--- src/rtl/prga_fifo_pkg.sv ---
// Shared definitions for the fifo_count family: read-mode encoding, a
// constant log2 helper and the parameter legality predicates used at
// elaboration time by every FIFO instance.
package prga_fifo_pkg;

    // Read-side behaviour of the FIFO.
    typedef enum logic {
        STD  = 1'b0,   // dout updates one cycle after an accepted rd
        FWFT = 1'b1    // head entry is presented on dout before rd
    } lookahead_mode_e;

    localparam int DEPTH_LOG2_MIN = 1;
    localparam int DEPTH_LOG2_MAX = 10;

    // Ceiling log2, usable in constant expressions.
    function automatic int clog2(input int value);
        int result;
        int remaining;
        result    = 0;
        remaining = value - 1;
        while (remaining > 0) begin
            result    = result + 1;
            remaining = remaining >> 1;
        end
        return result;
    endfunction

    function automatic bit depth_log2_legal(input int depth_log2);
        return (depth_log2 >= DEPTH_LOG2_MIN) && (depth_log2 <= DEPTH_LOG2_MAX);
    endfunction

    function automatic bit lookahead_legal(input int lookahead);
        return (lookahead == int'(STD)) || (lookahead == int'(FWFT));
    endfunction

    // almost_full threshold may sit anywhere from 1 up to the full capacity.
    function automatic bit af_thresh_legal(input int depth_log2, input int af_thresh);
        return (af_thresh >= 1) && (af_thresh <= (1 << depth_log2));
    endfunction

    // almost_empty threshold may sit anywhere from 0 up to capacity-1.
    function automatic bit ae_thresh_legal(input int depth_log2, input int ae_thresh);
        return (ae_thresh >= 0) && (ae_thresh <= (1 << depth_log2) - 1);
    endfunction

endpackage

--- src/rtl/fifo_ram.sv ---
// Simple dual-port storage for fifo_count: one synchronous write port and
// one registered synchronous read port. Only the read data register is
// reset so that dout is never X after reset; the array itself is not.
module fifo_ram
    import prga_fifo_pkg::*;
#(
    parameter int DATA_WIDTH = 32,
    parameter int ADDR_WIDTH = 3
) (
    input  logic                  clk_i,
    input  logic                  rst_i,
    input  logic                  wr_en_i,
    input  logic [ADDR_WIDTH-1:0] wr_addr_i,
    input  logic [DATA_WIDTH-1:0] wr_data_i,
    input  logic                  rd_en_i,
    input  logic [ADDR_WIDTH-1:0] rd_addr_i,
    output logic [DATA_WIDTH-1:0] rd_data_o
);

    localparam int DEPTH = 1 << ADDR_WIDTH;

    logic [DATA_WIDTH-1:0] mem_q [DEPTH];
    logic [DATA_WIDTH-1:0] rd_data_q;

    // Store the write data at the addressed entry.
    always_ff @(posedge clk_i) begin
        if (wr_en_i) begin
            mem_q[wr_addr_i] <= wr_data_i;
        end
    end

    // Registered read: the addressed entry appears one edge after rd_en_i.
    always_ff @(posedge clk_i) begin
        if (rst_i) begin
            rd_data_q <= '0;
        end else if (rd_en_i) begin
            rd_data_q <= mem_q[rd_addr_i];
        end
    end

    assign rd_data_o = rd_data_q;

endmodule

--- src/rtl/fifo_count.sv ---
// Single-clock FIFO with occupancy counter, programmable almost flags,
// sticky overflow/underflow and a synchronous flush.
//
// Handshake: a write is accepted on an edge where wr=1, full=0 and
// flush=0; a read/pop is accepted on an edge where rd=1, empty=0 and
// flush=0. Requests outside those conditions are dropped (and, unless
// flush is high, raise the matching sticky error flag). full/empty are
// taken from registered state, so a pop in the same cycle never makes
// room for a write that arrived while full.
//
// In lookahead mode a valid bit marks that the RAM read register holds
// the head entry. The counter includes entries not yet fetched, so after
// a write into an empty FIFO count is 1 while empty stays high for the
// one prefetch cycle.
module fifo_count
    import prga_fifo_pkg::*;
#(
    parameter int DATA_WIDTH = 32,
    parameter int DEPTH_LOG2 = 3,
    parameter int LOOKAHEAD  = 0,
    parameter int AF_THRESH  = (1 << DEPTH_LOG2) - 1,
    parameter int AE_THRESH  = 1
) (
    input  logic                  clk,
    input  logic                  rst,
    input  logic                  flush,
    input  logic                  wr,
    input  logic [DATA_WIDTH-1:0] din,
    output logic                  full,
    output logic                  almost_full,
    input  logic                  rd,
    output logic [DATA_WIDTH-1:0] dout,
    output logic                  empty,
    output logic                  almost_empty,
    output logic [DEPTH_LOG2:0]   count,
    output logic                  overflow,
    output logic                  underflow
);

    localparam int              DEPTH      = 1 << DEPTH_LOG2;
    localparam int              ADDR_WIDTH = clog2(DEPTH);
    localparam int              CW         = DEPTH_LOG2 + 1;
    localparam bit              FWFT_MODE  = (LOOKAHEAD == int'(FWFT));
    localparam logic [CW-1:0]   DEPTH_C    = CW'(DEPTH);
    localparam logic [CW-1:0]   AF_C       = CW'(AF_THRESH);
    localparam logic [CW-1:0]   AE_C       = CW'(AE_THRESH);

    // Reject illegal parameterisations at elaboration.
    if (!depth_log2_legal(DEPTH_LOG2)) begin : g_bad_depth
        $error("fifo_count: DEPTH_LOG2 must be in 1..10");
    end
    if (!lookahead_legal(LOOKAHEAD)) begin : g_bad_lookahead
        $error("fifo_count: LOOKAHEAD must be 0 or 1");
    end
    if (!af_thresh_legal(DEPTH_LOG2, AF_THRESH)) begin : g_bad_af
        $error("fifo_count: AF_THRESH must be in 1..DEPTH");
    end
    if (!ae_thresh_legal(DEPTH_LOG2, AE_THRESH)) begin : g_bad_ae
        $error("fifo_count: AE_THRESH must be in 0..DEPTH-1");
    end

    logic [ADDR_WIDTH-1:0] wr_ptr_q, wr_ptr_d;
    logic [ADDR_WIDTH-1:0] rd_ptr_q, rd_ptr_d;
    logic [CW-1:0]         count_q, count_d;
    logic                  valid_q, valid_d;
    logic                  overflow_q, overflow_d;
    logic                  underflow_q, underflow_d;

    logic                  full_w;
    logic                  empty_w;
    logic                  wr_accept;
    logic                  rd_accept;
    logic [CW-1:0]         unfetched;
    logic                  fetch;
    logic                  ram_rd_en;
    logic [DATA_WIDTH-1:0] ram_rd_data;

    // Decode flags from registered state and qualify the requests.
    always_comb begin
        full_w    = (count_q == DEPTH_C);
        empty_w   = FWFT_MODE ? ~valid_q : (count_q == '0);
        wr_accept = wr & ~full_w & ~flush;
        rd_accept = rd & ~empty_w & ~flush;
        // Entries in the RAM that have not been moved into the read register.
        unfetched = count_q - CW'(valid_q);
        // Refill the read register whenever it is free or being popped.
        fetch     = FWFT_MODE & ~flush & (unfetched != '0) & (~valid_q | rd_accept);
        ram_rd_en = FWFT_MODE ? fetch : rd_accept;
    end

    // Next-state for pointers, counter, prefetch valid bit and sticky errors.
    always_comb begin
        wr_ptr_d    = wr_ptr_q;
        rd_ptr_d    = rd_ptr_q;
        count_d     = count_q;
        valid_d     = valid_q;
        overflow_d  = overflow_q | (wr & full_w & ~flush);
        underflow_d = underflow_q | (rd & empty_w & ~flush);
        if (flush) begin
            wr_ptr_d = '0;
            rd_ptr_d = '0;
            count_d  = '0;
            valid_d  = 1'b0;
        end else begin
            if (wr_accept) begin
                wr_ptr_d = wr_ptr_q + ADDR_WIDTH'(1);
            end
            if (ram_rd_en) begin
                rd_ptr_d = rd_ptr_q + ADDR_WIDTH'(1);
            end
            case ({wr_accept, rd_accept})
                2'b10:   count_d = count_q + CW'(1);
                2'b01:   count_d = count_q - CW'(1);
                default: count_d = count_q;
            endcase
            if (!FWFT_MODE) begin
                valid_d = 1'b0;
            end else if (fetch) begin
                valid_d = 1'b1;
            end else if (rd_accept) begin
                valid_d = 1'b0;
            end
        end
    end

    // Control state registers; reset overrides flush.
    always_ff @(posedge clk) begin
        if (rst) begin
            wr_ptr_q    <= '0;
            rd_ptr_q    <= '0;
            count_q     <= '0;
            valid_q     <= 1'b0;
            overflow_q  <= 1'b0;
            underflow_q <= 1'b0;
        end else begin
            wr_ptr_q    <= wr_ptr_d;
            rd_ptr_q    <= rd_ptr_d;
            count_q     <= count_d;
            valid_q     <= valid_d;
            overflow_q  <= overflow_d;
            underflow_q <= underflow_d;
        end
    end

    fifo_ram #(
        .DATA_WIDTH (DATA_WIDTH),
        .ADDR_WIDTH (ADDR_WIDTH)
    ) u_ram (
        .clk_i     (clk),
        .rst_i     (rst),
        .wr_en_i   (wr_accept),
        .wr_addr_i (wr_ptr_q),
        .wr_data_i (din),
        .rd_en_i   (ram_rd_en),
        .rd_addr_i (rd_ptr_q),
        .rd_data_o (ram_rd_data)
    );

    assign full         = full_w;
    assign empty        = empty_w;
    assign count        = count_q;
    assign almost_full  = (count_q >= AF_C);
    assign almost_empty = (count_q <= AE_C);
    assign overflow     = overflow_q;
    assign underflow    = underflow_q;
    assign dout         = ram_rd_data;

endmodule

--- config.mk ---
export PLATFORM = sky130hd
export DESIGN_NAME = fifo_count
export DESIGN_NICKNAME = d
export VERILOG_FILES = /design/src/rtl/prga_fifo_pkg.sv /design/src/rtl/fifo_ram.sv /design/src/rtl/fifo_count.sv
export SDC_FILE = /design/constraint.sdc
export NUM_CORES = 1
export LEC_CHECK = 0
export ABC_CLOCK_PERIOD_IN_PS = 7200
export CAP_MARGIN = 0
export CELL_PAD_IN_SITES_DETAIL_PLACEMENT = 0
export CELL_PAD_IN_SITES_GLOBAL_PLACEMENT = 1
export CORE_MARGIN = 2
export CORE_UTILIZATION = 35
export CTS_BUF_LIST = sky130_fd_sc_hd__clkbuf_8
export DETAILED_ROUTE_END_ITERATION = 7
export PLACE_DENSITY = 0.67
export SKIP_CTS_REPAIR_TIMING = 1
export SLEW_MARGIN = 40
export SYNTH_ARGS = -nofsm -noshare
export SYNTH_HDL_FRONTEND = slang
export SYNTH_SLANG_ARGS = --single-unit
--- constraint.sdc ---
create_clock -name clk -period 7.2 [get_ports clk]
set_input_delay 1.44 -clock clk [delete_from_list [all_inputs] [get_ports clk]]
set_output_delay 1.44 -clock clk [all_outputs]
set_load 0.02 [all_outputs]
# Word-level counts from Yosys, hierarchy flattened
# Memories as Yosys holds them, arrays and structs flattened. A register that Yosys moved wholly into a read port is not among the register bits.
# Cells that the tools add are included.
[word_totals]
word_cells = 34
n_memories = 1
in_bits = 37
out_inout_bits = 42
mem_bits_rw = 256
ff_bits = 12
[memory_table]
columns = ["memory", "depth", "word_bits", "read_ports", "rd_ports_with_merged_regs", "wr", "line_no", "text"]
rows = [
  ["u_ram.mem_q", 8, 32, 1, 1, 1, "fifo_ram.sv:22", "logic [DATA_WIDTH-1:0] mem_q [DEPTH];"],
]
[op_classes]
n_lt_le_gt_ge = 2
muxes = 3
addsub = 4
n_reduce_logical = 3
n_eq_ne = 3
n_bitwise = 13
[ops]
columns = ["cell", "count"]
rows = [
  ["$and 1x1->1", 8],
  ["$pmux 4 s2", 1],
  ["$add 3x1->3 const B", 2],
  ["$add 4x1->4 const B", 1],
  ["$eq 4x4->1 const B", 1],
  ["$ge 4x3->1 const B", 1],
  ["$le 4x1->1 const B", 1],
  ["$logic_not 4->1", 1],
  ["$sub 4x1->4 const B", 1],
  ["$not 1->1", 3],
  ["$eq 2x1->1 const B", 1],
  ["$eq 2x2->1 const B", 1],
  ["$mux 1", 2],
  ["$or 1x1->1", 2],
  ["$reduce_bool 2->1", 1],
  ["$reduce_or 2->1", 1],
]

# Longest topological paths before layout
# Gate-level depths: netlist of run 1.
[depth]
ltp_word = 6
ltp_mapped = 11

# By module
# From an unflattened synthesis of run 1, not the netlist that was laid out.
[hier_totals]
hier_cells = 674
area_unflattened_um2 = 11619.9
[by_module_without_submodules]
columns = ["module", "area_per_inst_um2", "cells_per_inst", "seq_area_each_um2", "n_inst"]
rows = [
  ["fifo_ram", 10958.0, 598, 8328.0, 1],
  ["fifo_count", 661.9, 76, 240.2, 1],
]

# Worst setup path after synthesis of run 1
# OpenSTA, ideal clock, no wires.
[synth_timing]
kind = "input to register"
start = "input port wr"
end = "memory u_ram.mem_q[0][0] (enable)"
setup_time_ns = 0.501
arrival_ns = 4.971
required_ns = 6.699
path_buffers = 0
cell_stages = 3
path_slack_ns = 1.728
path_cell_list = "nor2b_1 > nand2_1 > nor4_1"
[synth_via]
elab_chain_len = 4
[synth_rtl]
columns = ["element", "line_no", "text"]
rows = [
  ["start: declaration", "fifo_count.sv:27", "input logic wr,"],
  ["$and 1x1->1 (2 in series)", "fifo_count.sv:82", "wr_accept = wr & ~full_w & ~flush;"],
  ["$mux 1", "fifo_ram.sv:27", "if (wr_en_i) begin"],
  ["$mux 1 (implied by the code)", "fifo_ram.sv:28", "mem_q[wr_addr_i] <= wr_data_i;"],
  ["end: declaration", "fifo_ram.sv:22", ""],
]
# Every way passes these cells.

# Worst setup path after layout of run 1
[layout_timing]
start = "input port rd"
end = "register count_q[3], in the netlist count[3]"
[layout_via]
elab_chain_len = 4
[layout_rtl]
columns = ["element", "line_no", "text"]
rows = [
  ["start: declaration", "fifo_count.sv:31", "input logic rd,"],
  ["$and 1x1->1 * (2 in series)", "fifo_count.sv:83", "rd_accept = rd & ~empty_w & ~flush;"],
  ["$eq 2x1->1 or $eq 2x2->1 (tied branches)", "fifo_count.sv:111", "case ({wr_accept, rd_accept})"],
  ["$pmux 4 s2 or $reduce_bool 2->1 (tied branches)", "--", ""],
  ["end signal: assignment", "fifo_count.sv:138", "count_q <= count_d;"],
  ["end: declaration", "fifo_count.sv:64", "logic [CW-1:0] count_q, count_d;"],
]
# Every way passes the cells marked *; elsewhere a longest branch is shown, timed or not.
# A chain may end at the register's enable or synchronous reset.

==> results of run 1 <==
==> cell usage after synthesis <==
master	count
edfxtp_1	256
mux2i_1	65
nor2_1	45
dfxtp_1	44
nor3_1	37
a211oi_1	33
o22ai_1	32
mux4_2	31
clkbuf_1	14
buf_6	11
buf_2	9
a21oi_1	6
ha_1	6
nand2_1	5
xor2_1	5
inv_1	4
nand3_1	4
buf_4	3
nand2b_1	3
nor2b_1	2
xnor2_1	2
a21o_1	1
inv_2	1
mux4_1	1
nand2_2	1
nand3b_1	1
nand4b_1	1
nor4_1	1
o21ai_0	1
or2_1	1
or2_2	1
or3_1	1
or3b_1	1
or4b_1	1
==> worst max-delay path, stage by stage <==
cell and delay [ps]:
clkdlybuf4s50_1 450, nor2b_1 250, nand2_2 70, buf_4 290
inv_2 620, ha_1 360, or4b_1 450, a21oi_1 210
xnor2_1 140, nor2_1 50
==> per-stage QoR <==
step	setup WS, ps	power, uW	cell area (um2)	hold slack (ps)
CTS	3240	3500	13500	480
global route	3080	3580	13500	505
detailed placement	2660	2070	12500	467
finish	3260	3450	13500	471
floorplan	1730	2000	11300	498
global placement	2750	2060	12500	454
==> state kept, by name, indices dropped and copies added, names as in the netlist <==
| signal | cells |
|---|---|
| u_ram.mem_q | 256 |
| u_ram.rd_data_o | 32 |
| count | 4 |
| rd_ptr_q | 3 |
| wr_ptr_q | 3 |
| overflow | 1 |
| underflow | 1 |
==> cell type report <==
cell class | count | area, um2 | share of cell area [%]
sequential | 300 | 8570 | 63.4
multi-input combinational | 288 | 2540 | 18.8
timing repair buffer | 94 | 898 | 6.64
clock buffer | 60 | 826 | 6.11
tap | 402 | 503 | 3.72
clock inverter | 32 | 158 | 1.17
inverter | 5 | 18.8 | 0.139
antenna | 1 | 2.50 | 0.0185
==> how the worst max path moves through the flow <==
stage,from,end,cells past startpoint
after floorplan,wr,u_ram.mem_q[0][0]$_DFFE_PP_,3
after global placement,rd,count[3]$_SDFFE_PP0P_,10
after detailed placement,rd,count[3]$_SDFFE_PP0P_,10
after CTS,rd,count[3]$_SDFFE_PP0P_,10
after global routing,rd,count[3]$_SDFFE_PP0P_,10
final,rd,count[3]$_SDFFE_PP0P_,10
==> metal layers <==
layer / track usage (%) / share of wire (%)
met5: 0 / 0
met4: 5.12 / 2.4
met3: 2.95 / 5.0
met2: 25.7 / 50
met1: 18.5 / 42
==> logic make-up (layout without fill, tap and decap cells) <==
group	Yosys count	count (layout)
AO/OA/AOI/OAI	73	73
XOR/XNOR	7	7
adder cells (fa/ha/maj)	6	6
buffers and inverters	42	191
flip-flops	300	300
multiplexers	97	97
other	0	1
AND/OR/NAND/NOR	105	105
==> power groups by stage <==
stage                     Clock, uW  Sequential, uW  Combinational [uW]
final                          1430            1910                 118
after global routing           1540            1910                 129
after global placement            0            1950                 113
after CTS                      1470            1910                 119
after detailed placement          0            1950                 118
after floorplan                   0            1960                46.5
==> metrics.yaml, run 1 <==
synth_largest_area_cell: "edfxtp_1"
synth.area.top_cells: "edfxtp_1, dfxtp_1, mux4_2"
wire_per_inst_um: 20.8
io_buffer_count: 78
maxSlewViolCount: 0
io_pins: 79
rows: 65
fp.coreArea_um2: 31700
setup_viol: 0
drt_wl_total_um: 24600
hpwl_um: 13100
max-slew-margin-rel_pct: 50.1
fin_tns_setup_ps: 0
yosys.area_share.adder_pct: 0.663
required_ps: 7630
cellPowerDensity_nw_per_um2: 255
period_needed_ps: 3940
ant_nets: 0
finish.utilization_pct: 42.6
synth_warnings: 0
start_util_pct: 35.7
vias_per_cell: 5.10
crit-reg2reg-capture: "count[3]$_SDFFE_PP0P_"
crit_type: "input pin to flop"
die_area_um2: 33800
fillers: 2805
rsz0062_at_grt: "false"
synth-compound-area-share_pct: 4.33
final-hold-violation-count: 0
critPathArrivalTime_ps: 4360
start_kind: "input pin"
htree_levels: 2
final_cells: 1182
hp-class: "flop to flop"
drive_gt1_share_pct: 16.8
worstMarginPinSlew_ps: 747
clock_skew_ps: 11.3
status: "finished clean"
area_delta_synth_final_pct: 19.4
seq_power_share_pct: 55.3
clk_pin_slew_worst_paths_ps: 60
grt_overflow: 0
vias: 6026
clk_latency_ps: 550
yosys-mux-area-fraction_pct: 12.1
die_h_um: 184
ys_types: 34
yosys_register_bits: 300
max-cap-violations: 0
p_clk_share_pct: 41.3
place.gp.congestion: 0.711
p_leak_uw: 0.00425
end_kind: "flop"
vdd_ir_drop_max_v: 0.000104
drt_iter0_drc: 394
switching_share_pct: 20.6
hp-start: "overflow$_SDFF_PP0_"
avgSynthCellArea_um2: 18.0
grt_max_degree: 39
p_sw_uw: 713
final_common_cell: "edfxtp_1"
drt_drc_violations_left: 0
cts_sinks: 300
cts_root_buf: "clkbuf_8"
crit_fanout: 35
reg2reg_depth: 11
synth-xor-area-share_pct: 0.541
seq_area_frac_synth_pct: 75.7
p_comb_share_pct: 3.4
synth_top_family_by_area: "multiplexers"
fin_crit_sh_pct: 54.7
antenna_found_initial: 0
layout_common_cells: "edfxtp_1, clkdlybuf4s50_1, mux2i_1"
grt_pass1_wl_um: 37600
intPower_uw: 2740
timing.rr.start: "count[0]$_SDFFE_PP0P_"
hold_depth: 2
first_pass_iters: 5
max_freq_mhz: 254
clockBufferDepth: 3
synth_top_area_share_pct: 67.9
grt_pass1_vias: 6407
place_inst: 1089
final_nets: 781
holdPathEnd: "overflow$_SDFF_PP0_"
die_w_um: 184
gr-usage-all-layers_pct: 14.8
synthCells: 630
ff2ff_setup_slack_ps: 3770
syn_area_um2: 11300
cts_buffers: 49
cts_tree: "built"
synth-simple-area-share_pct: 4.33
synth_fp_nets: 673
Note: power is estimated with default switching activity, not from simulation.
==> inputs of run 2 (changes only) <==
ABC_CLOCK_PERIOD_IN_PS = 3300   (was 7200)
PLACE_DENSITY = 0.7   (was 0.67)
clock period = 3.3 ns   (was 7.2 ns; I/O delays follow)
==> run 2 against run 1 <==
  * Sequential cell count unchanged
  * Clock skew up 3.0 ps
  * Sequential share of layout area fell by 0.26 points
  * Largest cell class unchanged
  * Hold slack improved by 11 ps
  * Highest routed layer unchanged
  * Design area rose by 0.42%
  * Clock-buffer cell count down 8
  * Critical path type is now flop to output port
  * Clock power rose by 100%
  * Cell count is 0.51% higher
  * Register-to-register slack lost 3000 ps
  * Die area unchanged
==> metrics.yaml, run 2 (synthesis gave the netlist of run 1 again) <==
reg2reg_depth: 9
p_comb_share_pct: 3.6
start_kind: "flop"
crit_type: "flop to output port"
slowest_delay_ps: 600
start_util_pct: 35.7
grt_overflow: 0
largest_register: "u_ram.mem_q"
clk_pin_slew_worst_paths_ps: 60
total_power_uw: 7340
rsz0062_at_grt: "false"
clk_latency_ps: 550
vias_per_cell: 4.92
cts_root_buf: "clkbuf_8"
crit_chain: "inv_1, ha_1, or3b_1, inv_1, clkdlybuf4s50_1"
end_kind: "output port"
n_antenna_cell: 0
cts_buffers: 48
drt_drc_violations_left: 0
critPathArrivalTime_ps: 2350
crit_slowest_cell: "clkdlybuf4s50_1"
crit_top_cell: "inv_1"
hpwl_um: 13700
cellPowerDensity_nw_per_um2: 540
final_area_um2: 13600
gr-usage-all-layers_pct: 13.8
clockBufferDepth: 3
final_nets: 792
path_depth: 5
maxSlewViolCount: 0
place.gp.congestion: 0.720
area_delta_synth_final_pct: 19.9
final-hold-violation-count: 0
ant_nets: 0
first_pass_iters: 5
p_leak_uw: 0.00428
layout_common_cells: "edfxtp_1, clkdlybuf4s50_1, mux2i_1"
clock_skew_ps: 14.3
grt_max_degree: 36
grt_pass1_wl_um: 35400
fp.coreArea_um2: 31700
dpl_cell_area_um2: 12700
hold_depth: 2
drive_gt1_share_pct: 16.7
cts_sinks: 300
grt_pass1_vias: 6092
status: "finished clean"
max-cap-violations: 0
worstMarginPinSlew_ps: 709
htree_levels: 2
die_w_um: 184
largest_reg_flops: 256
intPower_uw: 5800
die_h_um: 184
drt_wl_total_um: 22900
max_freq_mhz: 333
antenna_found_initial: 0
cts_tree: "built"
cp_num_buf_inv: 3
die_area_um2: 33800
switching_share_pct: 21.0
wire_per_inst_um: 19.2
hp-class: "flop to flop"
io_buffer_count: 78
final_common_cell: "edfxtp_1"
crit_family: "buffers and inverters"
drt_iter0_drc: 351
io_pins: 79
p_sw_uw: 1540
fin_crit_sh_pct: 91.1
vdd_ir_drop_max_v: 0.000264
crit_fanout: 5
rows: 65
max-slew-margin-rel_pct: 52.7
setup_viol: 0
seq_power_share_pct: 56.8
period_needed_ps: 3010
p_clk_share_pct: 39.5
vias: 5845
required_ps: 2640
## run 2: changes by cell type in the layout (fill, tap and decap cells not counted), moves of 4 or more
cell / previous run / this run
clkbuf_8: 60 / 52
buf_12: 0 / 4
clkinv_2: 6 / 2
inv_1: 23 / 28
buf_4: 17 / 24
## run 2: final cells by class
class / instances / area, um2
Clock buffer: 52 / 716
Clock inverter: 35 / 176
Fill cell: 2801 / 18100
Inverter: 5 / 18.8
Multi-Input combinational cell: 288 / 2560
Sequential cell: 300 / 8570
Tap cell: 402 / 503
Timing Repair Buffer: 106 / 1040
## run 2: metrics by stage
step                      hold WS [ps]  cells  utilization (%)  setup WS [ps]  setup TNS (ps)
after detailed placement           469   1101             40.0            427               0
final                              482   1188             42.8            293               0
after global placement             463   1101             40.0            470               0
after global routing               509   1188             42.8            136               0
after floorplan                    517    630                -           -604          -60980
after CTS                          476   1188             42.8            263               0
## run 2: worst min-delay path, delay by kind of cell (launching register included)
kind,cells,cell delay [ps]
DFF,1,330
AOI/OAI and AO/OA,1,50
and+or+nand+nor,1,70
## run 2: final timing paths
kind                         startpoint                     to  slack, ps
setup / recovery  count[1]$_SDFFE_PP0P_                  empty        290
hold reg to reg     overflow$_SDFF_PP0_    overflow$_SDFF_PP0_        480
hold / removal      overflow$_SDFF_PP0_    overflow$_SDFF_PP0_        480
setup reg to reg  count[1]$_SDFFE_PP0P_  count[3]$_SDFFE_PP0P_        770
## run 2: power by group through the flow
stage / clock, uW / sequential, uW / combinational, uW
global route: 3170 / 4170 / 291
global placement: 0 / 4250 / 266
detailed placement: 0 / 4250 / 271
CTS: 2980 / 4170 / 272
floorplan: 0 / 4270 / 102
finish: 2900 / 4170 / 267
## run 2: layer usage
layer  vias up  routed length [um]  track usage [%]
li1       2747                   -                -
met1      2902                9840             17.5
met2       160               11300             23.6
met3        36                1140             2.77
met4         0                 545             4.64
met5         -                   0                0
